File: config.mk
export PLATFORM = sky130hd
export DESIGN_NAME = pcm_frame_unpacker_flat
export DESIGN_NICKNAME = d
export VERILOG_FILES = /design/src/rtl/pcm_frame_unpacker_if.sv /design/src/rtl/pcm_frame_unpacker.sv /design/src/flat_wrapper.sv
export SDC_FILE = /design/constraint.sdc
export NUM_CORES = 1
export LEC_CHECK = 0
export CAP_MARGIN = 0
export CORE_UTILIZATION = 45
export DETAILED_ROUTE_END_ITERATION = 6
export PLACE_DENSITY = 0.83
export SYNTH_ARGS = -nofsm -noshare
export SYNTH_HDL_FRONTEND = slang
export SYNTH_SLANG_ARGS = --single-unit
File: constraint.sdc
create_clock -name clk -period 2.29 [get_ports clk]
set_input_delay 0.458 -clock clk [delete_from_list [all_inputs] [get_ports clk]]
set_output_delay 0.458 -clock clk [all_outputs]
set_load 0.02 [all_outputs]
File: src/rtl/pcm_frame_unpacker_if.sv
// Byte-FIFO read port plus the frame handshake toward the audio serializer.
// master = the unpacker side, slave = the FIFO/serializer side.
interface pcm_frame_unpacker_if;
  logic        fifo_empty;
  logic [7:0]  fifo_r_data;
  logic        fifo_rd;
  logic        out_valid;
  logic        out_ready;
  logic [15:0] out_left;
  logic [15:0] out_right;

  modport master (
    input  fifo_empty, fifo_r_data, out_ready,
    output fifo_rd, out_valid, out_left, out_right
  );

  modport slave (
    output fifo_empty, fifo_r_data, out_ready,
    input  fifo_rd, out_valid, out_left, out_right
  );
endinterface

File: src/rtl/pcm_frame_unpacker.sv
// PCM frame unpacker: pops little-endian bytes from a fall-through FIFO,
// assembles 16-bit left/right frames (stereo or mono) and offers them over a
// valid/ready handshake. Counts FIFO starvation cycles with a saturating counter.
module pcm_frame_unpacker #(
  parameter int CNT_WIDTH  = 16,
  parameter bit OFFSET_BIN = 1'b0
) (
  input  logic                 clk,
  input  logic                 reset,
  input  logic                 en,
  input  logic                 flush,
  input  logic                 mono,
  pcm_frame_unpacker_if.master bus,
  output logic [CNT_WIDTH-1:0] underrun_cnt
);

  typedef enum logic {COLLECT, HOLD} state_t;

  // Sign bit flip is folded into the high-byte capture so that the sample
  // registers (and hence the outputs) still read zero straight out of reset.
  localparam logic [7:0]           MSB_FLIP = {OFFSET_BIN, 7'b0};
  localparam logic [CNT_WIDTH-1:0] CNT_MAX  = '1;
  localparam logic [CNT_WIDTH-1:0] CNT_ONE  = {{(CNT_WIDTH-1){1'b0}}, 1'b1};

  state_t               state_reg;
  logic [1:0]           idx_reg;
  logic                 mono_reg;
  logic [15:0]          left_reg;
  logic [15:0]          right_reg;
  logic                 valid_reg;
  logic [CNT_WIDTH-1:0] cnt_reg;

  logic       rd;
  logic       starved;
  logic [7:0] hi_data;

  assign rd      = (state_reg == COLLECT) & en & ~bus.fifo_empty & ~flush & ~reset;
  assign starved = (state_reg == COLLECT) & en &  bus.fifo_empty & ~flush;
  assign hi_data = bus.fifo_r_data ^ MSB_FLIP;

  assign bus.fifo_rd   = rd;
  assign bus.out_valid = valid_reg;
  assign bus.out_left  = left_reg;
  assign bus.out_right = right_reg;
  assign underrun_cnt  = cnt_reg;

  // Byte collection / hold FSM with the starvation counter; reset beats flush beats the rest.
  always_ff @(posedge clk) begin
    if (reset) begin
      state_reg <= COLLECT;
      idx_reg   <= 2'd0;
      mono_reg  <= 1'b0;
      left_reg  <= 16'h0000;
      right_reg <= 16'h0000;
      valid_reg <= 1'b0;
      cnt_reg   <= '0;
    end else if (flush) begin
      state_reg <= COLLECT;
      idx_reg   <= 2'd0;
      valid_reg <= 1'b0;
      cnt_reg   <= '0;
    end else begin
      if (starved && (cnt_reg != CNT_MAX))
        cnt_reg <= cnt_reg + CNT_ONE;
      case (state_reg)
        COLLECT: begin
          if (rd) begin
            case (idx_reg)
              2'd0: begin
                left_reg[7:0] <= bus.fifo_r_data;
                mono_reg      <= mono;   // frame mode fixed by the first byte
                idx_reg       <= 2'd1;
              end
              2'd1: begin
                left_reg[15:8] <= hi_data;
                if (mono_reg) begin
                  right_reg <= {hi_data, left_reg[7:0]};
                  state_reg <= HOLD;
                  valid_reg <= 1'b1;
                  idx_reg   <= 2'd0;
                end else begin
                  idx_reg <= 2'd2;
                end
              end
              2'd2: begin
                right_reg[7:0] <= bus.fifo_r_data;
                idx_reg        <= 2'd3;
              end
              default: begin
                right_reg[15:8] <= hi_data;
                state_reg       <= HOLD;
                valid_reg       <= 1'b1;
                idx_reg         <= 2'd0;
              end
            endcase
          end
        end
        HOLD: begin
          // Handshake completes regardless of en so a parked frame always drains.
          if (bus.out_ready) begin
            state_reg <= COLLECT;
            valid_reg <= 1'b0;
          end
        end
      endcase
    end
  end

endmodule
File: src/flat_wrapper.sv
// flat-port wrapper written by rule: the top's interface ports become plain ports
module pcm_frame_unpacker_flat 
#(
  parameter int CNT_WIDTH  = 16,
  parameter bit OFFSET_BIN = 1'b0
)
  (clk, reset, en, flush, mono, underrun_cnt, bus_fifo_empty, bus_fifo_r_data, bus_out_ready, bus_fifo_rd, bus_out_valid, bus_out_left, bus_out_right);
  pcm_frame_unpacker_if bus_i ();
  input  logic clk;
  input  logic reset;
  input  logic en;
  input  logic flush;
  input  logic mono;
  output logic [CNT_WIDTH-1:0] underrun_cnt;
  input wire logic [$bits(bus_i.fifo_empty)-1:0] bus_fifo_empty;
  input wire logic [$bits(bus_i.fifo_r_data)-1:0] bus_fifo_r_data;
  input wire logic [$bits(bus_i.out_ready)-1:0] bus_out_ready;
  output wire logic [$bits(bus_i.fifo_rd)-1:0] bus_fifo_rd;
  output wire logic [$bits(bus_i.out_valid)-1:0] bus_out_valid;
  output wire logic [$bits(bus_i.out_left)-1:0] bus_out_left;
  output wire logic [$bits(bus_i.out_right)-1:0] bus_out_right;
  assign bus_i.fifo_empty = bus_fifo_empty;
  assign bus_i.fifo_r_data = bus_fifo_r_data;
  assign bus_i.out_ready = bus_out_ready;
  assign bus_fifo_rd = bus_i.fifo_rd;
  assign bus_out_valid = bus_i.out_valid;
  assign bus_out_left = bus_i.out_left;
  assign bus_out_right = bus_i.out_right;
  pcm_frame_unpacker #(.CNT_WIDTH(CNT_WIDTH), .OFFSET_BIN(OFFSET_BIN)) u_core (.clk(clk), .reset(reset), .en(en), .flush(flush), .mono(mono), .bus(bus_i), .underrun_cnt(underrun_cnt));
endmodule
* After elaboration in Yosys (flattened, before gate mapping)
Index checks and enable logic that the tools add are counted.
** Storage, ports and cells
- Flip-flop bits (word level) :: 53
- Bits in latches :: 0
- Bits in writable memories :: 0
- Bits in read-only memories :: 0
- Input port bits :: 15
- Output and inout bits :: 50
- Logic and storage cells :: 55
- Memories :: 0
** Cells by class
- $add $sub $neg :: 1
- Multipliers :: 0
- Div/mod/pow operators :: 0
- Magnitude comparators :: 0
- Equality and inequality tests :: 8
- Shift-type cells :: 0
- Multiplexer cells :: 15
- Bitwise operators :: 11
- Reduce and logical (&&, ||, !) cells :: 11
** Operator list (number)
- $pmux 8 s2 :: 2
- $add 16x1->16 const B :: 1
- $mux 16 :: 1
- $ne 16x16->1 const B :: 1
- $reduce_and 4->1 :: 3
- $reduce_and 5->1 :: 2
- $pmux 1 s2 :: 4
- $and 1x1->1 :: 6
- $mux 1 :: 6
- $ne 2x2->1 const B :: 3
- $pmux 2 s3 :: 1
- $not 1->1 :: 5
- $reduce_or 2->1 :: 2
- $ne 3x2->1 const B :: 1
- $eq 2x1->1 const B :: 1
- $eq 2x2->1 const B :: 1
- $logic_not 2->1 :: 1
- $mux 2 :: 1
- $ne 2x1->1 const B :: 1
- $reduce_and 2->1 :: 1
- $reduce_bool 2->1 :: 1
- $logic_and 1x1->1 :: 1

* Longest topological paths before layout
- Depth after elaboration :: 7
- Mapped depth :: 8
- Gate-level depth less buffers :: 6

* Worst setup path before layout
OpenSTA, ideal clock, no wires.
- Path kind :: flip-flop to flip-flop
- Start point :: reg u_core.cnt_reg[0], in the netlist u_core.underrun_cnt[0]
- End point :: reg u_core.cnt_reg[1], in the netlist u_core.underrun_cnt[1]
- Setup time :: 0.132 ns
- Arrival :: 1.662 ns
- Data required time :: 2.158 ns
- Setup slack :: 0.496 ns
- Cell stages (with the launch flop) :: 7
- Path buffers :: 1
- Clock period less this slack :: 1.794 ns
- Path through :: dfxtp_1 ha_1 nand4_2 nor4_4 buf_6 nand3b_1 a21oi_1
** On the way
- Longest elaborated chain between the ends :: 2
- Elaborated cells on any way between the ends :: 3
- Those cells by class :: 1 x add/sub; 1 x eq/ne; 1 x reduce/logical
** RTL lines
- from (decl) :: RTL line pcm_frame_unpacker.sv:31 : logic [CNT_WIDTH-1:0] cnt_reg;
- from (signal assigned) :: RTL line pcm_frame_unpacker.sv:64 : cnt_reg <= cnt_reg + CNT_ONE;
- parallel branches: the longest is 2 deep, another holds $add 16x1->16
Parallel ways; which one is timed is not known.
A chain may end at the register's enable or synchronous reset.

* Final worst setup path
- Start point :: in en
- End point :: out bus_fifo_rd
** On the way
- Longest elaborated chain between the ends :: 4
** RTL lines
- from (decl) :: RTL line flat_wrapper.sv:11 : input logic en;
- $and 1x1->1 (4 in series) :: RTL line pcm_frame_unpacker.sv:37 : assign rd = (state_reg == COLLECT) & en & ~bus.fifo_empty & ~flush & ~reset;
- to (decl) :: RTL line flat_wrapper.sv:18 : output wire logic [$bits(bus_i.fifo_rd)-1:0] bus_fifo_rd;
Every way passes these cells.

==> qor.txt <==
# DRC - 0
1st-pass router iterations - 4
# clock sinks - 53
Slew Limit Fails - 0
Worst path slowest cell - clkdlybuf4s50_1
Status - complete, no violations
Seq cells post-synth - 53
Req. time, crit path - 1.83 ns
Core area - 5075 um2
Crit-path max cell delay - 0.48 ns
Final instance area - 3239 um2
Initial antenna violation count - 0
R2r startpoint - u_core.underrun_cnt[1]
Hold Crit Depth - 2
Clk_lat worst skew - 0.31 ns
H-tree level count - 2
Pleak - 1.198 nW
Crit-path max FO - 2
Synth top area share - 44.89%
Hold Crit Class - flop to flop
First-pass GRT wire length - 8845 um
Worst EP arrival - 1.62 ns
Placement Rows - 26
Fin cells - 386
Tcrit/Tclk final - 90.69%
Yosys top cell by area - dfxtp_1
Fillers - 447
Die height - 74.47 um
Hold_ws - 0.5042 ns
Hold Path Sink - u_core.bus.out_valid
Syn Area/Cell - 9.647 um2
GRT Total Usage - 20.72%
Setup tns final - 0 ns
HPWL after detailed placement - 3793 um
CTS Root Cell - clkbuf_8
CTS clk-pin slew, worst paths - 0.10 ns
Placer congestion estimate - 0.7978
Largest net degree at the start of global routing - 35
RSZ-0062 raised after global routing - false
Rel. slew slack - 63.96%
Clk_skew - 0.009289 ns
Worst setup path category - input pin to output port
Vias in the first global route - 1,921
Total congestion overflow - 0
R2R depth - 6
Layout area overhead - 37.06%
CP Cell Sequence - clkdlybuf4s50_1 -> nor3b_2 -> and2_1 -> dlygate4sd2_1
Yosys warns - 0
Reg area - 1061 um2
Slew at the pin with the worst max-slew slack - 0.5405 ns
CP Launch Type - input pin
Clock period minus worst slack - 2.077 ns
Nets - 334
Antenna Diode Count - 0
Cell count after synthesis - 245
Ports - 65
Clock Tree Buf Depth - 2
Max-cap violations - 0
Pwr per Cell Area - 519.4 nW/um2
Area of the die - 5546 um2
Layout cell share with drive strength beyond 1 - 10.13%
Final hold vios - 0
Endpoints failing setup - 0
Antenna viol nets, final - 0
Post-Route WL - 5370 um
First-iteration detailed-routing DRC count - 79
Multi-input gate area - 1207 um2
Initial Util - 46.57%
Post-synthesis cell area - 2364 um2
Crit path buf inv count - 2
Placed insts - 378
Syn_nets - 264
Worst Setup End Kind - output port
Yosys cell types - 39
Max frequency - 0.4815 GHz
Via count - 2,104
Vias per inst - 5.451
Wire length per cell - 13.91 um
R2R Path End - u_core.underrun_cnt[0]
Number of I/O port buffers - 64
Peak supply drop - 0.4695 mV
R2R setup slack - 0.37 ns
Largest cells by area after synthesis - dfxtp_1 45%, mux2i_1 14%, nor2_1 6.2%, a211oi_1 3.8%, a21oi_1 3.0%
Top delay family on crit path - buffers and inverters
CTS tree - done
Placed Instance Area - 3122 um2
Register area share after synthesis - 44.89%
Die Wd - 74.47 um
Post-CTS setup buffer count - 0
TritonCTS Buffers - 5
Hold path startpoint - u_core.bus.out_valid
## worst max-delay path by stage
stage	from	endpoint	slack, ns	cells after the start
2_1_floorplan	u_core.underrun_cnt[0]	u_core.underrun_cnt[1]	0.50	6
4_1_cts	en	bus_fifo_rd	0.20	4
6_report	en	bus_fifo_rd	0.21	4
5_1_grt	en	bus_fifo_rd	0.14	4
3_3_place_gp	en	bus_fifo_rd	-0.04	4
3_5_place_dp	en	bus_fifo_rd	-0.06	4
## Yosys cell counts, drive strengths merged
cell type and number:
and2 2, nand2 5, inv 4, a21oi 14
clkbuf 6, or2 3, o21ai 9, o31a 1
nor3 2, and4bb 1, a22oi 1, nor4 2
nor3b 1, nand4 5, a211oi 12, nor2 39
mux2i 33, nand3b 1, o21a 1, dfxtp 53
nand2b 1, and3 2, a311oi 1, buf 8
nand3 10, or4 5, o31ai 5, o211ai 1
nand4bb 1, and4 4, ha 4, or3 8
## worst reg2reg max path: stages (launching register included)
cell     delay [ns]
dfxtp_1        0.40
ha_1           0.25
nand4_2        0.25
nor4_4         0.48
buf_4          0.24
or3_1          0.12
a21oi_1        0.06
## area by class of cell
type,count,area share (%)
tap,70,2.704
sequential,53,32.75
clock inverter,3,1.545
multi-input combinational,174,37.27
timing repair buffer,77,23.14
inverter,4,0.4635
clock buffer,5,2.124
## placed cells by master, fill, tap and decap left out, types with 3 or more instances in the layout
cell	n
clkdlybuf4s50_1	63
dfxtp_1	53
nor2_1	39
mux2i_1	33
a21oi_1	14
a211oi_1	12
buf_4	12
nand3_1	10
o21ai_0	9
or3_1	7
o31ai_1	5
or4_1	5
nand2_1	5
clkbuf_8	5
inv_1	4
ha_1	4
or2_2	3
and4_1	3
## report_power, final
group	switching (mW)	leakage (nW)	internal, mW
clock network	0.319	0.0603	0.335
registers	0.00361	0.427	0.926
logic	0.0496	0.711	0.0492
total	0.373	1.20	1.31
## what timing repair did
item | CTS | global route
endpoints found under the setup margin | 1 | 0
gates resized for setup | 1 | 0
hold buffers | 0 | 0
## per-stage QoR
step                power [mW]  util (%)  setup slack [ns]
finish                   1.683     63.83            0.2133
global route             1.751     63.83            0.1377
CTS                      1.703     63.83            0.2031
detailed placement       1.050     61.51          -0.05760
global placement         1.048     61.51          -0.03578
floorplan               0.9929         -            0.4956
## layer usage
metal	vias to the layer above	track usage [%]	wire (um)
li1	1036	-	-
met1	992	24.52	2336
met3	10	8.672	414
met5	-	0	0
met4	0	7.338	106
met2	66	33.73	2512
## logic make-up (layout without fill, tap and decap cells)
family          after synthesis  after routing  share of synthesized area (%)
flops                        53             53                          44.89
simple gates                 92             92                          22.45
mux                          33             33                          13.98
compound gates               45             45                          12.55
fa+ha+maj                     4              4                          2.118
buf+inv                      18             89                          4.023
Power figures use the tool's default switching activity.
